### src/rtl/div_pkg.sv
// Shared definitions for the divider pipeline wrapper.
// The wrapper is built against these types and the default operand width.
package div_pkg;

  // Default operand / result width.
  localparam int DIV_W = 32;

  // Operand-stage payload: magnitudes handed to the core plus the sign and
  // divide-by-zero bookkeeping needed to finish the result one stage later.
  typedef struct packed {
    logic [DIV_W-1:0] mag_a;
    logic [DIV_W-1:0] mag_b;
    logic [DIV_W-1:0] a_orig;
    logic             neg_q;
    logic             neg_r;
    logic             dz;
  } div_s1_t;

endpackage

### src/rtl/div_sign_fix.sv
// Conditional two's-complement negation.
// result = neg ? -value : value, wrapping modulo 2^N (so -MIN == MIN).
module div_sign_fix
  import div_pkg::*;
#(
  parameter int N = DIV_W
) (
  input  logic [N-1:0] value,
  input  logic         neg,
  output logic [N-1:0] result
);

  // Negate by invert-plus-one when requested, otherwise pass through.
  always_comb begin
    result = value;
    if (neg) begin
      result = (~value) + {{(N-1){1'b0}}, 1'b1};
    end else begin
      result = value;
    end
  end

endmodule

### src/rtl/div_pipe_wrap.sv
// Two-stage signed/unsigned wrapper around an external combinational
// unsigned divider core.
//   S1: operand magnitudes + sign flags; drives core_a / core_b directly.
//   S2: sign-corrected quotient / remainder presented on the out_* port.
// Optional feature macro: DIV_ZERO_FLAG_EN. When defined, a zero divisor
// forces quotient = all ones, remainder = original dividend, out_dz = 1.
// When undefined the result is whatever the sign-corrected core returns and
// out_dz is constant 0.
module div_pipe_wrap
  import div_pkg::*;
#(
  parameter int N = DIV_W
) (
  input  logic         clk,
  input  logic         rst,
  input  logic         in_valid,
  output logic         in_ready,
  input  logic [N-1:0] in_a,
  input  logic [N-1:0] in_b,
  input  logic         in_signed,
  output logic [N-1:0] core_a,
  output logic [N-1:0] core_b,
  input  logic [N-1:0] core_quo,
  input  logic [N-1:0] core_rem,
  output logic         out_valid,
  input  logic         out_ready,
  output logic [N-1:0] out_quo,
  output logic [N-1:0] out_rem,
  output logic         out_dz
);

  // Handshake / pipeline control
  logic         s1_valid_r;
  logic         adv_s;
  logic         accept_s;

  // Operand-stage state
  logic [N-1:0] mag_a_r;
  logic [N-1:0] mag_b_r;
  logic         neg_q_r;
  logic         neg_r_r;

  // Magnitudes and sign flags derived from the incoming request
  logic [N-1:0] mag_a_s;
  logic [N-1:0] mag_b_s;
  logic         neg_a_s;
  logic         neg_b_s;

  // Sign-corrected core outputs and the value S2 will load
  logic [N-1:0] quo_fix_s;
  logic [N-1:0] rem_fix_s;
  logic [N-1:0] quo_next_s;
  logic [N-1:0] rem_next_s;

  // S1 moves into S2 when it holds data and S2 is empty or being drained.
  assign adv_s    = s1_valid_r && (!out_valid || out_ready);
  // S1 can take a new request when empty or emptying this cycle; never in reset.
  assign in_ready = !rst && (!s1_valid_r || adv_s);
  assign accept_s = in_valid && in_ready;

  // Operand sign bits only matter for two's-complement requests.
  assign neg_a_s  = in_signed && in_a[N-1];
  assign neg_b_s  = in_signed && in_b[N-1];

  // The core sees the registered magnitudes, so its result lines up with S1.
  assign core_a   = mag_a_r;
  assign core_b   = mag_b_r;

  div_sign_fix #(.N(N)) u_mag_a (
    .value  (in_a),
    .neg    (neg_a_s),
    .result (mag_a_s)
  );

  div_sign_fix #(.N(N)) u_mag_b (
    .value  (in_b),
    .neg    (neg_b_s),
    .result (mag_b_s)
  );

  div_sign_fix #(.N(N)) u_fix_quo (
    .value  (core_quo),
    .neg    (neg_q_r),
    .result (quo_fix_s)
  );

  div_sign_fix #(.N(N)) u_fix_rem (
    .value  (core_rem),
    .neg    (neg_r_r),
    .result (rem_fix_s)
  );

  // S1 occupancy: set on accept (which may coincide with advance), clear on advance.
  always_ff @(posedge clk) begin
    if (rst) begin
      s1_valid_r <= 1'b0;
    end else if (accept_s) begin
      s1_valid_r <= 1'b1;
    end else if (adv_s) begin
      s1_valid_r <= 1'b0;
    end else begin
      s1_valid_r <= s1_valid_r;
    end
  end

  // S1 payload: magnitudes and result sign flags captured on accept.
  always_ff @(posedge clk) begin
    if (rst) begin
      mag_a_r <= {N{1'b0}};
      mag_b_r <= {N{1'b0}};
      neg_q_r <= 1'b0;
      neg_r_r <= 1'b0;
    end else if (accept_s) begin
      mag_a_r <= mag_a_s;
      mag_b_r <= mag_b_s;
      neg_q_r <= in_signed && (in_a[N-1] ^ in_b[N-1]);
      neg_r_r <= neg_a_s;
    end else begin
      mag_a_r <= mag_a_r;
      mag_b_r <= mag_b_r;
      neg_q_r <= neg_q_r;
      neg_r_r <= neg_r_r;
    end
  end

`ifdef DIV_ZERO_FLAG_EN
  logic         dz_r;
  logic [N-1:0] a_orig_r;

  // Zero-divisor bookkeeping travels alongside the S1 payload.
  always_ff @(posedge clk) begin
    if (rst) begin
      dz_r     <= 1'b0;
      a_orig_r <= {N{1'b0}};
    end else if (accept_s) begin
      dz_r     <= (in_b == {N{1'b0}});
      a_orig_r <= in_a;
    end else begin
      dz_r     <= dz_r;
      a_orig_r <= a_orig_r;
    end
  end

  // A zero divisor overrides the core with all-ones / original dividend.
  always_comb begin
    quo_next_s = quo_fix_s;
    rem_next_s = rem_fix_s;
    if (dz_r) begin
      quo_next_s = {N{1'b1}};
      rem_next_s = a_orig_r;
    end else begin
      quo_next_s = quo_fix_s;
      rem_next_s = rem_fix_s;
    end
  end

  // Divide-by-zero flag register, loaded with the result it describes.
  always_ff @(posedge clk) begin
    if (rst) begin
      out_dz <= 1'b0;
    end else if (adv_s) begin
      out_dz <= dz_r;
    end else begin
      out_dz <= out_dz;
    end
  end
`else
  // Without the flag feature the sign-corrected core result is final.
  always_comb begin
    quo_next_s = quo_fix_s;
    rem_next_s = rem_fix_s;
  end

  assign out_dz = 1'b0;
`endif

  // S2 result register: load on advance, hold under back-pressure, drop when consumed.
  always_ff @(posedge clk) begin
    if (rst) begin
      out_valid <= 1'b0;
      out_quo   <= {N{1'b0}};
      out_rem   <= {N{1'b0}};
    end else if (adv_s) begin
      out_valid <= 1'b1;
      out_quo   <= quo_next_s;
      out_rem   <= rem_next_s;
    end else if (out_ready) begin
      out_valid <= 1'b0;
      out_quo   <= out_quo;
      out_rem   <= out_rem;
    end else begin
      out_valid <= out_valid;
      out_quo   <= out_quo;
      out_rem   <= out_rem;
    end
  end

endmodule

### config.mk
export PLATFORM = sky130hd
export DESIGN_NAME = div_pipe_wrap
export DESIGN_NICKNAME = d
export VERILOG_FILES = /design/src/rtl/div_pkg.sv /design/src/rtl/div_sign_fix.sv /design/src/rtl/div_pipe_wrap.sv
export SDC_FILE = /design/constraint.sdc
export NUM_CORES = 1
export LEC_CHECK = 0
export BUFFER_PORTS_ARGS = -buffer_cell sky130_fd_sc_hd__clkbuf_2
export CAP_MARGIN = 20
export CORE_MARGIN = 4
export CORE_UTILIZATION = 25
export DETAILED_ROUTE_END_ITERATION = 10
export GPL_TIMING_DRIVEN = 0
export PLACE_DENSITY = 0.5
export SYNTH_ARGS = -nofsm -noshare
export SYNTH_HDL_FRONTEND = slang
export SYNTH_SLANG_ARGS = --single-unit
### constraint.sdc
create_clock -name clk -period 6.55 [get_ports clk]
set_clock_uncertainty 0.15 [all_clocks]
set_input_delay 0.3275 -clock clk [delete_from_list [all_inputs] [get_ports clk]]
set_output_delay 0.3275 -clock clk [all_outputs]
set_load 0.02 [all_outputs]
==> impl_metrics.tcl, run 1 <==
set metrics [dict create \
    grt_pass1_wl_um 42600 \
    slew_headroom_pct 40.6 \
    worstPathArrival_ps 2630 \
    syn_area_um2 7310 \
    status "complete, no violations" \
    tightest_slew_ps 882 \
    drc 0 \
    area_growth_pct 32.1 \
    seqPwrFrac_pct 38.6 \
    synth_area_per_cell_um2 8.17 \
    place_congestion 0.818 \
    synthFlopType "dfxtp_1" \
    drt_iter0_drc 381 \
    whs_ps 28.2 \
    routed_wl_um 27800 \
    dpl_worst_slack_ps 3720 \
    period_share_pct 38.4 \
    core-area_um2 28800 \
    p_sw_share_pct 31.6 \
    ctsHoldBuffers 0 \
    die_x_um 179 \
    clockPowerShare_pct 41.8 \
    wire_per_inst_um 17.7 \
    die-area_um2 32100 \
    cts_tree "yes" \
    routed-via-count 7612 \
    required_ps 6670 \
    placementRows 62 \
    critPathLaunchType "register" \
    maxSlewViolCount 0 \
    placed_cell_area_um2 9090 \
    power.total_mw 2.33 \
    grt_pass1_vias 7558 \
    antenna_found_initial 1 \
    cp_max_fo 10 \
    powerDensity_nw_per_um2 241 \
    slowest_delay_ps 520 \
    ant_nets 0 \
    setup_violations 0 \
    min_path_type "in -> reg" \
    instances_no_fill 1569 \
    grtUsageTotal_pct 17.0 \
    post-cts-setup-buffer-count 0 \
    drv_cap 0 \
    dieHeight_um 179 \
    clkLatencyLatePin_ps 410 \
    grt_setup_unrepaired "false" \
    first_pass_iters 4 \
    setup_tns_ps 0 \
    grt-ovfl-total 0 \
    dpl.hpwl_um 21600 \
    viasPerCell 4.85 \
    p_int_mw 1.59 \
    synthCells 895 \
    drive_gt1_share_pct 26.7 \
    grt_max_degree 17 \
    final_common_cell "clkbuf_2" \
    initial_core_util_pct 25.4 \
    slowest_stage "clkbuf_1" \
    path_class "reg -> reg" \
    mostFrequentLayoutCells "259 x clkbuf_2, 132 x dfxtp_1, 88 x o21ai_0" \
    portBuffers 259 \
    ys_types 55 \
    io_pins 264 \
    async_reset_ff_share_pct 0 \
    ir_drop_mv 0.143 \
    post_cts_resize_count 0 \
    root_buffer "clkbuf_16" \
    final_util_pct 33.6 \
    hold_viol_final 0 \
    cp-end-kind "register" \
    path_buf_inv 3 \
    synth-seq-area-share_pct 36.1 \
    worst_slack_ps 4030 \
    synth_nets 1032 \
    ctsLongestPathBuffers 2 \
    power.static_leakage_nw 3.73 \
    place_inst 1538 \
    cts_htree_levels 4 \
    numClockSinks 132 \
    path_delay_family "buffers and inverters" \
    power_frac_comb_pct 19.6 \
    yosys_warnings 0 \
    fill_cells 3130 \
    synth_edf_count 0 \
    final_nets 1310 \
    numCtsBuffers 17 \
    switchingPower_uw 738 \
    fmax_mhz 397 \
    clk_pin_slew_ps 60 \
    antennaDiodeCount 0 \
    synth-seq-cells 132 \
    path_cells "nor2b_1, nor2b_1, clkbuf_1, clkbuf_1, buf_1, a211oi_1" \
    fin_area_um2 9660 \
    period_minus_slack_ps 2520 \
]
Yosys cell counts, types with 2 or more instances:
master | count | area [µm²]
dfxtp_1 | 132 | 2640
o21ai_0 | 88 | 440
xor2_1 | 75 | 657
nand3_1 | 69 | 345
nor2_1 | 66 | 248
nand2_1 | 53 | 199
clkbuf_1 | 52 | 195
a21oi_1 | 37 | 185
a211oi_1 | 32 | 240
xnor2_1 | 31 | 272
o31ai_1 | 27 | 203
nor3_1 | 21 | 105
inv_1 | 20 | 75.1
o41ai_1 | 19 | 166
nor4_1 | 18 | 113
mux2i_1 | 13 | 130
or3_1 | 12 | 75.1
nand4_1 | 9 | 56.3
nor2b_1 | 9 | 56.3
nor3b_1 | 9 | 67.6
or4_1 | 9 | 67.6
buf_1 | 8 | 30.0
o22ai_1 | 8 | 50.1
a31oi_1 | 7 | 43.8
nand2b_1 | 6 | 37.5
o21ai_1 | 6 | 30.0
and2_1 | 5 | 31.3
o31ai_2 | 5 | 62.6
or2_2 | 5 | 31.3
a311oi_1 | 4 | 35.0
ha_1 | 4 | 50.1
and3_1 | 3 | 18.8
and4_1 | 3 | 26.3
o41ai_2 | 3 | 48.8
a2111oi_2 | 2 | 30.0
a41o_1 | 2 | 20.0
nand4b_1 | 2 | 17.5
nor3_2 | 2 | 20.0
o21a_1 | 2 | 15.0
or4_4 | 2 | 22.5
final timing paths:
kind                                              start                        to  slack (ps)  cells past startpoint
worst max register to register   out_valid$_SDFFE_PP0P_  out_rem[22]$_SDFFE_PP0P_        4030                      6
worst max-delay path             out_valid$_SDFFE_PP0P_  out_rem[22]$_SDFFE_PP0P_        4030                      6
worst min register to register  out_rem[0]$_SDFFE_PP0P_   out_rem[0]$_SDFFE_PP0P_         310                      2
worst min-delay path                           in_valid   s1_valid_r$_SDFFE_PP0P_          30                      3
registers in the layout (all words and copies together) (netlist names):
register	cells
core_a	32
neg_r_r	1
core_b	32
out_quo	32
out_valid	1
out_rem	32
s1_valid_r	1
neg_q_r	1
area by class of cell:
class                      count  area, µm²  share of cell area [%]
buffer                        62        244                    2.52
multi-input combinational    680       4350                    45.0
sequential                   132       2640                    27.3
timing repair buffer         259       1300                    13.4
clock buffer                  18        439                    4.54
inverter                      21       78.8                   0.816
tap                          384        480                    4.97
clock inverter                13        135                    1.40
worst reg2reg max path, stage by stage (launching register included):
cell and delay, ps:
dfxtp_1 320, nor2b_1 160, nor2b_1 110, clkbuf_1 440, clkbuf_1 520, buf_1 520, a211oi_1 150
power groups by stage:
stage	Clock, mW	Combinational [mW]	Sequential (mW)
after floorplan	0	0.185	0.989
after global routing	1.03	0.508	0.908
after global placement	0	0.461	0.918
final	0.974	0.457	0.901
after detailed placement	0	0.463	0.919
after CTS	0.997	0.465	0.902
layer usage:
layer  track usage, %  routed length (µm)
met1             22.0               12600
met2             27.9               12700
met3             5.55                2260
met4             3.07                 156
met5                0                  20
cells by family after synthesis:
| family | Yosys count | synth area share, % |
|---|---|---|
| AND/OR/NAND/NOR | 307 | 21.6 |
| flip-flops | 132 | 36.1 |
| AO/OA/AOI/OAI | 248 | 22.5 |
| buffers and inverters | 83 | 4.41 |
| multiplexers | 14 | 1.93 |
| adder cells (fa/ha/maj) | 4 | 0.684 |
| other | 1 | 0.0513 |
| XOR/XNOR | 106 | 12.7 |
Power figures use the tool's default switching activity.
==> run 2: changes to the inputs <==
--- a/config.mk
+++ b/config.mk
@@ -11,7 +11,7 @@
 export CORE_UTILIZATION = 25
 export DETAILED_ROUTE_END_ITERATION = 10
 export GPL_TIMING_DRIVEN = 0
-export PLACE_DENSITY = 0.5
+export PLACE_DENSITY = 0.52
 export SYNTH_ARGS = -nofsm -noshare
 export SYNTH_HDL_FRONTEND = slang
 export SYNTH_SLANG_ARGS = --single-unit
==> constraint.sdc (replaced) <==
create_clock -name clk -period 2.05 [get_ports clk]
set_clock_uncertainty 0.15 [all_clocks]
set_input_delay 0.1025 -clock clk [delete_from_list [all_inputs] [get_ports clk]]
set_output_delay 0.1025 -clock clk [all_outputs]
set_load 0.02 [all_outputs]
==> impl_metrics.tcl, run 2 (synthesized netlist as in run 1, its figures left out) <==
set metrics [dict create \
    setup_violations 0 \
    portBuffers 259 \
    dpl.hpwl_um 21600 \
    fill_cells 2988 \
    min_path_type "in -> reg" \
    multiInputGateArea_um2 4540 \
    antennaDiodeCount 0 \
    cts_htree_levels 4 \
    ant_nets 0 \
    powerDensity_nw_per_um2 704 \
    worstPathArrival_ps 2160 \
    cp_max_fo 6 \
    numClockSinks 132 \
    r2r-start "neg_r_r$_SDFFE_PP0P_" \
    numCtsBuffers 17 \
    hold_start "in_a[27]" \
    grt_pass1_wl_um 45600 \
    initial_core_util_pct 25.4 \
    drc 0 \
    drive_gt1_share_pct 27.7 \
    maxSlewViolCount 0 \
    place_congestion 0.861 \
    viasPerCell 4.89 \
    required_ps 2200 \
    clkLatencyLatePin_ps 410 \
    dieHeight_um 179 \
    area_growth_pct 55.6 \
    regArea_um2 2640 \
    grtUsageTotal_pct 18.0 \
    status "complete, no violations" \
    drv_cap 0 \
    path_class "in -> reg" \
    period_minus_slack_ps 2020 \
    grt_pass1_vias 8187 \
    placementRows 62 \
    final_util_pct 39.5 \
    drt_iter0_drc 334 \
    power.static_leakage_nw 4.48 \
    hold_viol_final 0 \
    ctsLongestPathBuffers 2 \
    die-area_um2 32100 \
    mostFrequentLayoutCells "276 x clkbuf_2, 138 x dlygate4sd3_1, 131 x dfxtp_1" \
    critPathLaunchType "input pin" \
    min_path_cells 4 \
    cp-end-kind "register" \
    r2r_cells 6 \
    die_x_um 179 \
    period_share_pct 98.3 \
    slew_headroom_pct 48.7 \
    final_nets 1448 \
    io_pins 264 \
    routed_wl_um 29900 \
    wire_per_inst_um 17.5 \
    clk_pin_slew_ps 60 \
    core-area_um2 28800 \
    fmax_mhz 496 \
    first_pass_iters 6 \
    grt_max_degree 17 \
    routed-via-count 8358 \
    antenna_found_initial 1 \
    crit_start "core_quo[11]" \
    whs_ps 6.06 \
    root_buffer "clkbuf_16" \
    final_common_cell "clkbuf_2" \
    grt-ovfl-total 0 \
    tightest_slew_ps 769 \
    cts_tree "yes" \
    grt_setup_unrepaired "true" \
    ir_drop_mv 0.467 \
]
==> run 2: through the flow <==
| stage | cell area, µm² | TNS [ps] | instances | total power, mW | setup slack (ps) |
|---|---|---|---|---|---|
| floorplan | 7330 | -1430 | 895 | 3.75 | -139 |
| global placement | 9110 | -55100 | 1538 | 4.41 | -647 |
| detailed placement | 9110 | -56230 | 1538 | 4.42 | -656 |
| CTS | 11200 | 0 | 1707 | 8.06 | 19.8 |
| global route | 11400 | -90.5 | 1708 | 8.38 | -32.6 |
| finish | 11400 | 0 | 1708 | 8.01 | 34.0 |
==> run 2: layout make-up <==
| class | count | share of cell area [%] |
|---|---|---|
| plain buffers | 60 | 2.46 |
| well taps | 384 | 4.22 |
| inverters | 21 | 0.693 |
| repair buffers | 399 | 23.9 |
| clock inverters | 12 | 1.56 |
| flip-flops and latches | 132 | 23.2 |
| clock buffers | 20 | 4.10 |
| multi-input cells | 680 | 39.8 |
==> run 2: path summary, 6_finish.rpt <==
kind,endpoint,slack [ps]
max,out_quo[28]$_SDFFE_PP0P_,30
min,core_a[27]$_SDFFE_PP0P_,6
max reg2reg,out_rem[16]$_SDFFE_PP0P_,140
min reg2reg,out_rem[31]$_SDFFE_PP0P_,310
==> run 2: power by group <==
part	internal [mW]	switching (mW)	leakage [nW]	total [mW]
Combinational	0.703	1.02	3.07	1.72
Clock	2.14	1.27	0.316	3.41
Sequential	2.77	0.116	1.09	2.88
==> run 2: worst max-delay path, stage by stage <==
cell and delay (ps):
buf_6 90, or4_4 540, or4b_4 670, buf_12 190, o41ai_2 320, xor2_1 170, o21ai_1 60
==> run 2: repair_timing <==
action	in CTS	in global routing
resized for setup	27	41
endpoints found under the hold margin	126	0
cloned	0	1
pin swaps	2	5
hold buffers	138	0
setup buffers	0	2
setup endpoints to repair	115	92
==> run 2: routing by layer <==
layer	global-route usage, %	vias up	share of wire (%)
met4	3.77	2	1.0
met2	30.7	241	48
met3	4.43	26	7.0
met1	23.1	3966	44
met5	0	-	0.023
li1	-	4123	-
==> run 3: changes to the inputs <==
--- a/config.mk
+++ b/config.mk
@@ -7,6 +7,7 @@
 export LEC_CHECK = 0
 export BUFFER_PORTS_ARGS = -buffer_cell sky130_fd_sc_hd__clkbuf_2
 export CAP_MARGIN = 20
+export CORE_ASPECT_RATIO = 2
 export CORE_MARGIN = 4
 export CORE_UTILIZATION = 25
 export DETAILED_ROUTE_END_ITERATION = 10
==> impl_metrics.tcl, run 3 (synthesized netlist as in run 1, its figures left out) <==
set metrics [dict create \
    status "complete, no violations" \
    portBuffers 259 \
    slowest_stage "or4b_4" \
    period_share_pct 99.4 \
    required_ps 2180 \
    period_minus_slack_ps 2040 \
    cts_htree_levels 4 \
    root_buffer "clkbuf_16" \
    dieHeight_um 250 \
    worst_slack_ps 11.7 \
    placementRows 88 \
    antenna_found_initial 4 \
    cp_max_fo 10 \
    routed_wl_um 31500 \
    critPathLaunchType "input pin" \
    maxSlewViolCount 0 \
    first_pass_iters 5 \
    drc 0 \
    area_growth_pct 55.0 \
    ctsLongestPathBuffers 2 \
    grt_pass1_vias 8742 \
    instances_no_fill 1699 \
    min_path_type "in -> reg" \
    wire_per_inst_um 18.5 \
    drive_gt1_share_pct 26.7 \
    multiInputGateArea_um2 4510 \
    initial_core_util_pct 25.4 \
    fill_cells 3006 \
    worstPathArrival_ps 2170 \
    setup_violations 0 \
    fmax_mhz 491 \
    dpl.hpwl_um 24000 \
    grt_max_degree 17 \
    grtUsageTotal_pct 19.2 \
    powerDensity_nw_per_um2 673 \
    place_congestion 0.846 \
    die_x_um 129 \
    power.static_leakage_nw 4.43 \
    dpl_worst_slack_ps -590 \
    hold_viol_final 0 \
    final_common_cell "clkbuf_2" \
    io_pins 264 \
    ant_nets 0 \
    viasPerCell 4.97 \
    path_cells "dlygate4sd3_1, buf_2, nor2_1, or4b_4, buf_12, o31ai_4, xor2_1, a211oi_1" \
    final_util_pct 39.3 \
    path_class "in -> reg" \
    clkLatencyLatePin_ps 440 \
    grt-ovfl-total 0 \
    clk_pin_slew_ps 60 \
    drv_cap 0 \
    grt_pass1_wl_um 47900 \
    grt_setup_unrepaired "true" \
    ir_drop_mv 0.561 \
    whs_ps 12.9 \
    final_nets 1460 \
    numClockSinks 132 \
    core-area_um2 28800 \
    slowest_delay_ps 550 \
    regArea_um2 2640 \
    die-area_um2 32200 \
    place_inst 1514 \
    tightest_slew_ps 803 \
    drt_iter0_drc 347 \
    routed-via-count 8439 \
    cts_tree "yes" \
    mostFrequentLayoutCells "276 x clkbuf_2, 150 x dlygate4sd3_1, 132 x dfxtp_1" \
    numCtsBuffers 17 \
    slew_headroom_pct 46.5 \
    power.total_mw 7.63 \
    cp-end-kind "register" \
]
==> run 3: cell count changes in the layout (fill, tap and decap cells not counted), moves of 3 or more <==
cell	change
clkbuf_1	+5
bufinv_16	-3
clkinv_4	-4
dlygate4sd3_1	+12
diode_2	+4
clkinvlp_4	+4
==> run 3: worst paths after layout <==
| path | startpoint | endpoint | slack [ps] | depth (start not counted) |
|---|---|---|---|---|
| hold reg to reg | out_quo[19]$_SDFFE_PP0P_ | out_quo[19]$_SDFFE_PP0P_ | 300 | 2 |
| hold / removal | in_signed | neg_q_r$_SDFFE_PP0P_ | 10 | 3 |
| setup / recovery | core_quo[14] | out_quo[22]$_SDFFE_PP0P_ | 10 | 8 |
| setup reg to reg | out_valid$_SDFFE_PP0P_ | out_quo[26]$_SDFFE_PP0P_ | 120 | 6 |
==> run 3: where the power goes <==
group	total [mW]	internal (mW)	leakage (nW)	switching [mW]
Clock	2.99	1.75	0.257	1.24
Combinational	1.75	0.717	3.09	1.03
Sequential	2.89	2.77	1.09	0.122
Total	7.63	5.24	4.43	2.39
==> run 3: layer usage <==
metal	track usage, %	part of all wire (%)	vias up
met5	0	0	-
met4	10.9	4.7	0
met3	4.07	4.3	85
met2	37.6	57	264
met1	17.4	34	3960
li1	-	-	4130
==> run 3: metrics by stage <==
stage	area (µm²)	setup TNS, ps
3_5_place_dp	9080	-45450
5_1_grt	11300	-49.9
6_report	11300	0
4_1_cts	11200	0
3_3_place_gp	9080	-43370
2_1_floorplan	7330	-1430
==> run 3: cell type report <==
cell class / count / area share, %
inverters: 21 / 0.695
clock inverters: 8 / 0.684
well taps: 360 / 3.97
plain buffers: 60 / 2.43
diodes: 4 / 0.0883
repair buffers: 411 / 24.8
multi-input cells: 680 / 39.8
flip-flops and latches: 132 / 23.3
clock buffers: 23 / 4.22
==> run 3: critical path: cells and delay by family <==
| family | cells | cell delay [ps] |
|---|---|---|
| compound gates | 2 | 320 |
| xor+xnor | 1 | 240 |
| buf+inv | 3 | 870 |
| simple gates | 2 | 640 |
==> run 3: timing repair <==
action,in CTS,in global routing
resized for setup,22,37
hold buffers,150,0
hold endpoints to repair,130,0
pin swaps,1,4
setup buffers,0,2
setup endpoints to repair,112,84
